**src/rtl/drate_mc_if.sv**
```systemverilog
// Sample/result bus of the multichannel decimator: high-rate input side,
// low-rate result strobe and engine status.
interface drate_mc_if #(
    parameter int DWIDTH = 16,
    parameter int CWIDTH = 16,
    parameter int TAPS   = 16,
    parameter int CH     = 2,
    parameter int RMAX   = 64
);
    logic [$clog2(RMAX+1)-1:0] ratio;
    logic [TAPS*CWIDTH-1:0]    coefs;
    logic                      in_valid;
    logic [CH*DWIDTH-1:0]      in;
    logic [CH*DWIDTH-1:0]      out;
    logic                      out_valid;
    logic                      busy;
    logic                      overrun;

    modport master (output ratio, coefs, in_valid, in,
                    input  out, out_valid, busy, overrun);
    modport slave  (input  ratio, coefs, in_valid, in,
                    output out, out_valid, busy, overrun);
endinterface

```
**src/rtl/drate_mc.sv**
```systemverilog
// Multichannel decimator: shared FIR evaluated by one time-multiplexed MAC
// only at decimation instants, runtime-clamped integer down-rate ratio.
module drate_mc #(
    parameter int DWIDTH = 16,
    parameter int CWIDTH = 16,
    parameter int TAPS   = 16,
    parameter int CH     = 2,
    parameter int RMAX   = 64,
    parameter int SLICE  = 15
) (
    input logic       clk,
    input logic       rst,
    drate_mc_if.slave bus
);
    localparam int RW  = $clog2(RMAX + 1);
    localparam int TW  = $clog2(TAPS);
    localparam int CW  = (CH > 1) ? $clog2(CH) : 1;
    localparam int PW  = DWIDTH + CWIDTH;
    localparam int AW  = DWIDTH + CWIDTH + $clog2(TAPS);
    localparam int RSH = (SLICE > 0) ? SLICE - 1 : 0;

    localparam logic [1:0] ST_IDLE  = 2'd0;
    localparam logic [1:0] ST_MAC   = 2'd1;
    localparam logic [1:0] ST_ROUND = 2'd2;

    localparam logic [RW-1:0] R_ZERO    = {RW{1'b0}};
    localparam logic [RW-1:0] R_ONE     = RW'(1);
    localparam logic [RW-1:0] R_MAX     = RW'(RMAX);
    localparam logic [TW-1:0] TAP_FIRST = {TW{1'b0}};
    localparam logic [TW-1:0] TAP_LAST  = TW'(TAPS - 1);
    localparam logic [CW-1:0] CH_FIRST  = {CW{1'b0}};
    localparam logic [CW-1:0] CH_LAST   = CW'(CH - 1);

    localparam logic signed [AW:0] RND_C  = (SLICE > 0) ? ({{AW{1'b0}}, 1'b1} << RSH) : {(AW+1){1'b0}};
    localparam logic signed [AW:0] SAT_HI = {{(AW-DWIDTH+2){1'b0}}, {(DWIDTH-1){1'b1}}};
    localparam logic signed [AW:0] SAT_LO = {{(AW-DWIDTH+2){1'b1}}, {(DWIDTH-1){1'b0}}};

    // Round half up by 2^SLICE, then clamp to the sample range.
    function automatic logic signed [DWIDTH-1:0] round_sat(input logic signed [AW-1:0] a);
        logic signed [AW:0] t;
        t = ($signed({a[AW-1], a}) + RND_C) >>> SLICE;
        if (t > SAT_HI) begin
            round_sat = SAT_HI[DWIDTH-1:0];
        end else if (t < SAT_LO) begin
            round_sat = SAT_LO[DWIDTH-1:0];
        end else begin
            round_sat = t[DWIDTH-1:0];
        end
    endfunction

    logic signed [DWIDTH-1:0] dl_r      [CH][TAPS];
    logic signed [DWIDTH-1:0] dl_next_s [CH][TAPS];
    logic signed [DWIDTH-1:0] shadow_r  [CH][TAPS];
    logic signed [DWIDTH-1:0] stage_r   [CH];
    logic signed [CWIDTH-1:0] coef_s    [TAPS];

    logic [RW-1:0] phase_r;
    logic [RW-1:0] ratio_lat_r;
    logic [RW-1:0] reff_s;
    logic [RW-1:0] tc_s;
    logic          event_s;

    logic [1:0]    st_r;
    logic [CW-1:0] ch_r;
    logic [TW-1:0] tap_r;

    logic signed [DWIDTH-1:0] samp_s;
    logic signed [CWIDTH-1:0] cf_s;
    logic signed [PW-1:0]     prod_s;
    logic signed [AW-1:0]     prod_ext_s;
    logic signed [AW-1:0]     sum_s;
    logic signed [AW-1:0]     acc_r;

    logic [CH*DWIDTH-1:0] out_r;
    logic                 out_valid_r;
    logic                 busy_r;
    logic                 overrun_r;

    // Ratio clamp and terminal count; a new ratio only counts from a frame start.
    always_comb begin
        if (bus.ratio <= R_ONE) begin
            reff_s = R_ONE;
        end else if (bus.ratio > R_MAX) begin
            reff_s = R_MAX;
        end else begin
            reff_s = bus.ratio;
        end
        if (phase_r == R_ZERO) begin
            tc_s = reff_s - R_ONE;
        end else begin
            tc_s = ratio_lat_r - R_ONE;
        end
        event_s = bus.in_valid && (phase_r == tc_s);
    end

    // Next delay-line contents (incoming sample at tap 0) and coefficient unpack.
    always_comb begin
        for (int c = 0; c < CH; c++) begin
            dl_next_s[c][0] = bus.in[c*DWIDTH +: DWIDTH];
            for (int k = 1; k < TAPS; k++) begin
                dl_next_s[c][k] = dl_r[c][k-1];
            end
        end
        for (int k = 0; k < TAPS; k++) begin
            coef_s[k] = bus.coefs[k*CWIDTH +: CWIDTH];
        end
    end

    // MAC datapath; the accumulator restarts on tap 0 of every channel.
    always_comb begin
        samp_s     = shadow_r[ch_r][tap_r];
        cf_s       = coef_s[tap_r];
        prod_s     = samp_s * cf_s;
        prod_ext_s = {{(AW-PW){prod_s[PW-1]}}, prod_s};
        if (tap_r == TAP_FIRST) begin
            sum_s = prod_ext_s;
        end else begin
            sum_s = acc_r + prod_ext_s;
        end
    end

    // Delay lines, phase counter and frame ratio latch advance on every accepted sample.
    always_ff @(posedge clk or negedge rst) begin
        if (!rst) begin
            dl_r        <= '{default: '0};
            phase_r     <= R_ZERO;
            ratio_lat_r <= R_ONE;
        end else if (bus.in_valid) begin
            dl_r <= dl_next_s;
            if (phase_r == R_ZERO) begin
                ratio_lat_r <= reff_s;
            end
            if (event_s) begin
                phase_r <= R_ZERO;
            end else begin
                phase_r <= phase_r + R_ONE;
            end
        end
    end

    // Engine sequencing: snapshot on event, channel-major MAC, then publish.
    always_ff @(posedge clk or negedge rst) begin
        if (!rst) begin
            shadow_r    <= '{default: '0};
            stage_r     <= '{default: '0};
            st_r        <= ST_IDLE;
            ch_r        <= CH_FIRST;
            tap_r       <= TAP_FIRST;
            acc_r       <= '0;
            out_r       <= '0;
            out_valid_r <= 1'b0;
            busy_r      <= 1'b0;
            overrun_r   <= 1'b0;
        end else begin
            out_valid_r <= 1'b0;
            if (event_s && (st_r != ST_IDLE)) begin
                overrun_r <= 1'b1;
            end
            case (st_r)
                ST_IDLE: begin
                    if (event_s) begin
                        shadow_r <= dl_next_s;
                        ch_r     <= CH_FIRST;
                        tap_r    <= TAP_FIRST;
                        busy_r   <= 1'b1;
                        st_r     <= ST_MAC;
                    end
                end
                ST_MAC: begin
                    acc_r <= sum_s;
                    if (tap_r == TAP_LAST) begin
                        stage_r[ch_r] <= round_sat(sum_s);
                        tap_r         <= TAP_FIRST;
                        if (ch_r == CH_LAST) begin
                            st_r <= ST_ROUND;
                        end else begin
                            ch_r <= ch_r + CW'(1);
                        end
                    end else begin
                        tap_r <= tap_r + TW'(1);
                    end
                end
                ST_ROUND: begin
                    for (int c = 0; c < CH; c++) begin
                        out_r[c*DWIDTH +: DWIDTH] <= stage_r[c];
                    end
                    out_valid_r <= 1'b1;
                    busy_r      <= 1'b0;
                    st_r        <= ST_IDLE;
                end
                default: begin
                    busy_r <= 1'b0;
                    st_r   <= ST_IDLE;
                end
            endcase
        end
    end

    assign bus.out       = out_r;
    assign bus.out_valid = out_valid_r;
    assign bus.busy      = busy_r;
    assign bus.overrun   = overrun_r;
endmodule

```
**src/flat_wrapper.sv**
```systemverilog
// flat-port wrapper written by rule: the top's interface ports become plain ports
module drate_mc_flat 
#(
    parameter int DWIDTH = 16,
    parameter int CWIDTH = 16,
    parameter int TAPS   = 16,
    parameter int CH     = 2,
    parameter int RMAX   = 64,
    parameter int SLICE  = 15
)
  (clk, rst, bus_ratio, bus_coefs, bus_in_valid, bus_in, bus_out, bus_out_valid, bus_busy, bus_overrun);
  drate_mc_if #(.DWIDTH(DWIDTH), .CWIDTH(CWIDTH), .TAPS(TAPS), .CH(CH), .RMAX(RMAX)) bus_i ();
  input logic clk;
  input logic rst;
  input wire logic [$bits(bus_i.ratio)-1:0] bus_ratio;
  input wire logic [$bits(bus_i.coefs)-1:0] bus_coefs;
  input wire logic [$bits(bus_i.in_valid)-1:0] bus_in_valid;
  input wire logic [$bits(bus_i.in)-1:0] bus_in;
  output wire logic [$bits(bus_i.out)-1:0] bus_out;
  output wire logic [$bits(bus_i.out_valid)-1:0] bus_out_valid;
  output wire logic [$bits(bus_i.busy)-1:0] bus_busy;
  output wire logic [$bits(bus_i.overrun)-1:0] bus_overrun;
  assign bus_i.ratio = bus_ratio;
  assign bus_i.coefs = bus_coefs;
  assign bus_i.in_valid = bus_in_valid;
  assign bus_i.in = bus_in;
  assign bus_out = bus_i.out;
  assign bus_out_valid = bus_i.out_valid;
  assign bus_busy = bus_i.busy;
  assign bus_overrun = bus_i.overrun;
  drate_mc #(.DWIDTH(DWIDTH), .CWIDTH(CWIDTH), .TAPS(TAPS), .CH(CH), .RMAX(RMAX), .SLICE(SLICE)) u_core (.clk(clk), .rst(rst), .bus(bus_i));
endmodule
```
**config.mk**
```make
export PLATFORM = sky130hd
export DESIGN_NAME = drate_mc_flat
export DESIGN_NICKNAME = d
export VERILOG_FILES = /design/src/rtl/drate_mc_if.sv /design/src/rtl/drate_mc.sv /design/src/flat_wrapper.sv
export SDC_FILE = /design/constraint.sdc
export NUM_CORES = 2
export LEC_CHECK = 0
export ABC_AREA = 0
export BUFFER_PORTS_ARGS = -buffer_cell sky130_fd_sc_hd__buf_2
export CAP_MARGIN = 20
export CELL_PAD_IN_SITES_DETAIL_PLACEMENT = 1
export CELL_PAD_IN_SITES_GLOBAL_PLACEMENT = 1
export CORE_MARGIN = 2
export CORE_UTILIZATION = 30
export CTS_BUF_LIST = sky130_fd_sc_hd__clkbuf_4 sky130_fd_sc_hd__clkbuf_8
export DETAILED_ROUTE_END_ITERATION = 16
export GPL_ROUTABILITY_DRIVEN = 0
export HOLD_SLACK_MARGIN = 0.12
export PLACE_DENSITY = 0.64
export SYNTH_ARGS = -nofsm -noshare
export SYNTH_HDL_FRONTEND = slang
export SYNTH_SLANG_ARGS = --single-unit
```
**constraint.sdc**
```tcl
create_clock -name clk -period 32.4 [get_ports clk]
set_input_delay 4.86 -clock clk [delete_from_list [all_inputs] [get_ports clk]]
set_output_delay 4.86 -clock clk [all_outputs]
set_load 0.02 [all_outputs]
```
Yosys cells after proc, flatten, opt, wreduce, memory -nomap -nowiden
Index checks and enable logic that the tools add are counted.
Storage, ports and cells
  bits in registers: 1116
  bits of input ports: 298
  output and inout bits: 35
Operators by class
  $add $sub $neg: 7
  multiply operators: 1
  $lt $le $gt $ge: 7
  eq/ne operators: 7
  multiplexer cells: 35
  bitwise operators: 3
  reductions and logical operators: 15
Operators by type and width (number)
  256-bit 2-to-1 mux: 3
  16-bit 2-to-1 mux: 9
  16-bit binary-select mux with 4-bit select: 2
  36-bit by 16-bit adder with 37-bit output (second input constant): 1
  36-bit by 32-bit adder with 36-bit output: 1
  36-bit 2-to-1 mux: 1
  32-bit bitwise mux: 1
  16-bit by 16-bit multiplier with 32-bit output: 1
  7-bit 2-to-1 mux: 4
  22-bit by 16-bit greater-than comparator with 1-bit output (second input constant): 1
  22-bit by 16-bit less-than comparator with 1-bit output (second input constant): 1
  16-bit demux with 1-bit select: 1
  7-bit by 1-bit subtractor with 7-bit output (second input constant): 2
  2-bit AND reduction: 5
  4-bit 2-to-1 mux: 2
  4-bit case mux with 2 select lines: 1
  7-bit by 1-bit adder with 7-bit output (second input constant): 1
  7-bit equality test: 1
  7-bit greater-than comparator (second input constant): 1
  7-bit by 1-bit less-or-equal comparator with 1-bit output (second input constant): 1
  7-bit logical NOT: 1
  2-bit 2-to-1 mux: 3
  2-bit by 1-bit inequality test with 1-bit output (second input constant): 3
  3-bit AND reduction: 2
  other kinds (18): 26

Depth between registers and ports, before layout
  word-level depth: 17
  gate-level depth with buffers: 48
  depth with buffers taken out: 40

Worst setup path before layout
OpenSTA, ideal clock, no wires.
  path type: input to register
  from: input port bus_coefs[117]
  to: register u_core.stage_r[10] in the netlist's numbering
  data arrival time: 14.310 ns
  slack: 17.995 ns
  cell stages on the path: 39
  cell sequence: mux4_2 mux2_2 o21ai_0 clkbuf_1 nor2_1 fa_1 inv_1 fa_1 fa_1 fa_1 inv_1 fa_1 inv_1 fa_1 inv_1 ha_1 buf_4 a21oi_1 [... 3 more ...] or3_1 and2_1 ha_1 clkbuf_1 nand2_1 o21ai_0 or2_1 o31ai_1 mux2i_1 o211ai_2 a211oi_4 nand4_4 nor4_1 mux2_4 nor3_1 nor2_4 buf_6 a311oi_2
Between the ends
  word-level cells in the longest chain between the ends: 13
RTL lines
  start, declared: line flat_wrapper.sv:16  | input wire logic [$bits(bus_i.coefs)-1:0] bus_coefs;
  16-bit binary-select mux with 4-bit select *: line drate_mc.sv:112  | cf_s = coef_s[tap_r];
  16-bit 2-to-1 mux (not written as such) * (2 in series): line drate_mc.sv:112
  16-bit by 16-bit multiplier with 32-bit output *: line drate_mc.sv:113  | prod_s = samp_s * cf_s;
  36-bit by 32-bit adder with 36-bit output: line drate_mc.sv:118  | sum_s = acc_r + prod_ext_s;
  36-bit 2-to-1 mux *: line drate_mc.sv:115  | if (tap_r == TAP_FIRST) begin
  36-bit by 16-bit adder with 37-bit output *: line drate_mc.sv:41  | t = ($signed({a[AW-1], a}) + RND_C) >>> SLICE;
  22-bit by 16-bit less-than comparator with 1-bit output: line drate_mc.sv:44  | end else if (t < SAT_LO) begin
  16-bit 2-to-1 mux: line drate_mc.sv:44
  16-bit 2-to-1 mux *: line drate_mc.sv:42  | if (t > SAT_HI) begin
  16-bit 2-to-1 mux *: line drate_mc.sv:171  | if (tap_r == TAP_LAST) begin
  16-bit 2-to-1 mux *: line drate_mc.sv:159  | case (st_r)
  32-bit bitwise mux *: line drate_mc.sv:172  | stage_r[ch_r] <= round_sat(sum_s);
  end signal, assigned by index: line drate_mc.sv:172
  end, declared: line drate_mc.sv:54  | logic signed [DWIDTH-1:0] stage_r [CH];
Mark *: on every way between the ends. The rest lies on a longest branch, timed or not. The select of a mux whose other input is x is not followed.
A chain may end at the register's enable or synchronous reset.

Final worst setup path
  from: input port bus_coefs[82]
  to: register u_core.stage_r[18] in the netlist's numbering
The elaborated chain is that of the path after synthesis.

==> reports/results.ini <==
[setup_path]
critical_path_class = input port to register
crit_arrival_ps = 15630
ff2ff_path_depth = 36
path_delay_family = adder cells
crit_buf_inv = 5
required_ps = 33230
crit_path_max_incr_delay_ps = 720
cp_max_fo = 16
slowest_stage = mux4_2
end_kind = register
cp_common_cell = fa_1
r2r_slack_ps = 18850
reg2reg_to = u_core.stage_r[18]
rr_startpoint = u_core.tap_r[0]
start_kind = input port

[floorplan]
core_area_um2 = 202500
ios = 333
die_h_um = 455.9
dieArea_um2 = 207900
die_w_um = 455.9
std_cell_rows = 165
start_util_pct = 30.25

[yosys]
synth_top_area_share_pct = 45.54
ys_warn_count = 0
async_flop_share_pct = 100.0
synthCells = 5597
ys.flop_type = dfrtp_1
netlist_area_um2 = 61270
synth_area_leaders = dfrtp_1 46%, nand2_1 11%, mux2_2 9.9%
synth_enable_flop_cells = 0
avgSynthCellArea_um2 = 10.95
yosysSeqAreaShare_pct = 45.58
synthesis.nets = 6281
synth.distinct_cells = 100
synth.largest_area_cell = dfrtp_1
synth-seq-cells = 1116

[route]
wl_per_cell_um = 19.77
routed-via-count = 42020
ant_nets = 0
drtIter0Drc = 2464
routed_wl_um = 172100
drcViolationCount = 0
first_pass_iters = 5
via_per_inst = 4.827

[placement]
place_area_um2 = 65500
dp_hpwl_um = 121800
io_buffers = 332

[clocking]
htree_levels = 4
cts_tree = yes
cts-root-buf = clkbuf_8
numCtsBuffers = 193
clock_sinks = 1116
cts_buffer_depth = 3
insertion_delay_ps = 930
cts_hold_buf = 0
postCtsResizedCells = 0
post_cts_buffers = 0
clk_pin_slew_ps = 60

[grt]
grt_pass1_vias = 46430
antenna_found_initial = 44
grt_pass1_wl_um = 274700
grt_max_degree = 185
overflow = 0
grt_use_total_pct = 16.71

[sta]
hold_viol_final = 0
rsz0062_at_grt = no
finalMaxSlewViolations = 0
max_slew_margin_pct = 30.15
max_freq_mhz = 67.58
setup_viol_count_final = 0
final.setup_skew_ps = 62.36
fin_tns_setup_ps = 0
min_period_ps = 14800
min_period_over_period_pct = 45.67
worst_slew_pin_slew_ps = 1048

[run]
cap_violations = 0

[hold_path]
worstHoldStart = u_core.dl_next_s[46]
min_path_cells = 2
hp-class = register to register
min_to = u_core.shadow_r[46]

[layout]
fin_area_um2 = 69960
drive_above_1_share_pct = 26.43
fillers = 22460
fin_nets = 6539
area_growth_pct = 14.18

[outcome]
status = completed

-- logic make-up (layout without fill, tap and decap cells) --
group	after synthesis	count (layout)	share of synthesized area, %
and+or+nand+nor	2192	2192	14.70
DFF	1116	1116	45.58
muxes	812	812	19.14
buffers and inverters	643	1054	4.137
adders and majority gates	386	386	11.11
AOI/OAI and AO/OA	363	363	4.088
xor gates and xnor gates	85	85	1.240
other	0	25	0
-- state kept, by name, summed over array words and instances, names as in the netlist --
signal / count
u_core.acc_r: 36
u_core.bus.busy: 1
u_core.bus.out: 32
u_core.bus.out_valid: 1
u_core.bus.overrun: 1
u_core.ch_r: 1
u_core.dl_next_s: 480
u_core.phase_r: 7
u_core.ratio_lat_r: 7
u_core.shadow_r: 512
u_core.st_r: 2
u_core.stage_r: 32
u_core.tap_r: 4
-- per-stage QoR --
step | setup slack, ps | cells | hold slack, ps | utilization, %
finish | 17600 | 8705 | 444.2 | 34.54
global route | 17090 | 8703 | 481.4 | 34.54
CTS | 17640 | 8678 | 442.9 | 34.50
detailed placement | 16650 | 8330 | 451.7 | 32.34
global placement | 16920 | 8330 | 442.9 | 32.34
floorplan | 17990 | 5597 | 433.4 | -
-- cells in the mapped netlist (4+ instances only) --
master,count
clkbuf_1,232
a21boi_0,4
o21a_1,16
o211ai_1,13
o31a_1,4
o31ai_1,9
a21oi_1,74
and2_1,24
nand2b_1,49
inv_1,311
mux2i_1,36
a211o_1,4
or3_1,4
mux2_2,541
nand3_1,27
nor2b_1,85
buf_2,58
buf_6,4
ha_1,123
or4_1,4
xnor2_1,53
nor4_1,6
dfrtp_1,1115
fa_1,263
nor3_1,21
o21bai_1,9
mux4_2,233
or2_2,11
or2_1,4
o21ai_1,26
a311oi_2,14
a31oi_1,30
nand2_1,1757
a211oi_1,11
and3_1,10
buf_1,35
nor2_1,145
a21o_1,19
xor2_1,30
o21ai_0,76
nand4_1,23
-- final cells by class --
type                            instances  area (µm²)  share of cell area, %
Tap cell                             2672        3343                  4.779
Sequential cell                      1116       27950                  39.95
Inverter                              311        1167                  1.669
Multi-Input combinational cell       3838       30850                  44.10
Timing Repair Buffer                  395        2215                  3.166
Clock buffer                          311        3918                  5.600
Clock inverter                         37       456.7                 0.6528
Antenna cell                           25       62.56                0.08943
-- metal layers --
metal | vias up | track usage (%) | routed length, µm
met1 | 21940 | 21.23 | 74290
met3 | 268 | 3.348 | 7866
met4 | 14 | 4.262 | 4045
met2 | 704 | 28.97 | 85810
met5 | - | 0 | 85
li1 | 19090 | - | -
-- cells in the final DEF (no fill, tap or decap), types with 57 or more instances in the layout --
master    Yosys  routed
mux4_2      233     233
clkbuf_8      0     253
inv_1       311     311
clkbuf_4      0      58
nor2_1      145     144
fa_1        263     263
o21ai_0      76      70
mux2_2      541     541
nor2b_1      85      83
ha_1        123     123
buf_4         2      57
dfrtp_1    1115    1110
buf_2        58     331
a21oi_1      74      74
nand2_1    1757    1756
-- worst register-to-register path, delay by kind of cell (launching register included) --
| kind | cells | cell delay [ps] |
|---|---|---|
| adders and majority gates | 8 | 3870 |
| AOI/OAI and AO/OA | 11 | 2910 |
| muxes | 5 | 2110 |
| buffers and inverters | 6 | 1800 |
| and+or+nand+nor | 5 | 1290 |
| DFF | 1 | 1020 |
| xor gates and xnor gates | 1 | 480 |
-- worst max path at each step --
stage	from	to	cells after the start
6_report	bus_coefs[82]	u_core.stage_r[18]	33
4_1_cts	bus_coefs[82]	u_core.stage_r[18]	33
3_3_place_gp	bus_coefs[4]	u_core.stage_r[16]	36
2_1_floorplan	bus_coefs[117]	u_core.stage_r[10]	39
5_1_grt	bus_coefs[82]	u_core.stage_r[18]	35
3_5_place_dp	bus_coefs[82]	u_core.stage_r[19]	33
Power is left out: the tool's default activity adds up to more than one toggle a clock period on the data nets, which glitch-free logic cannot reach.
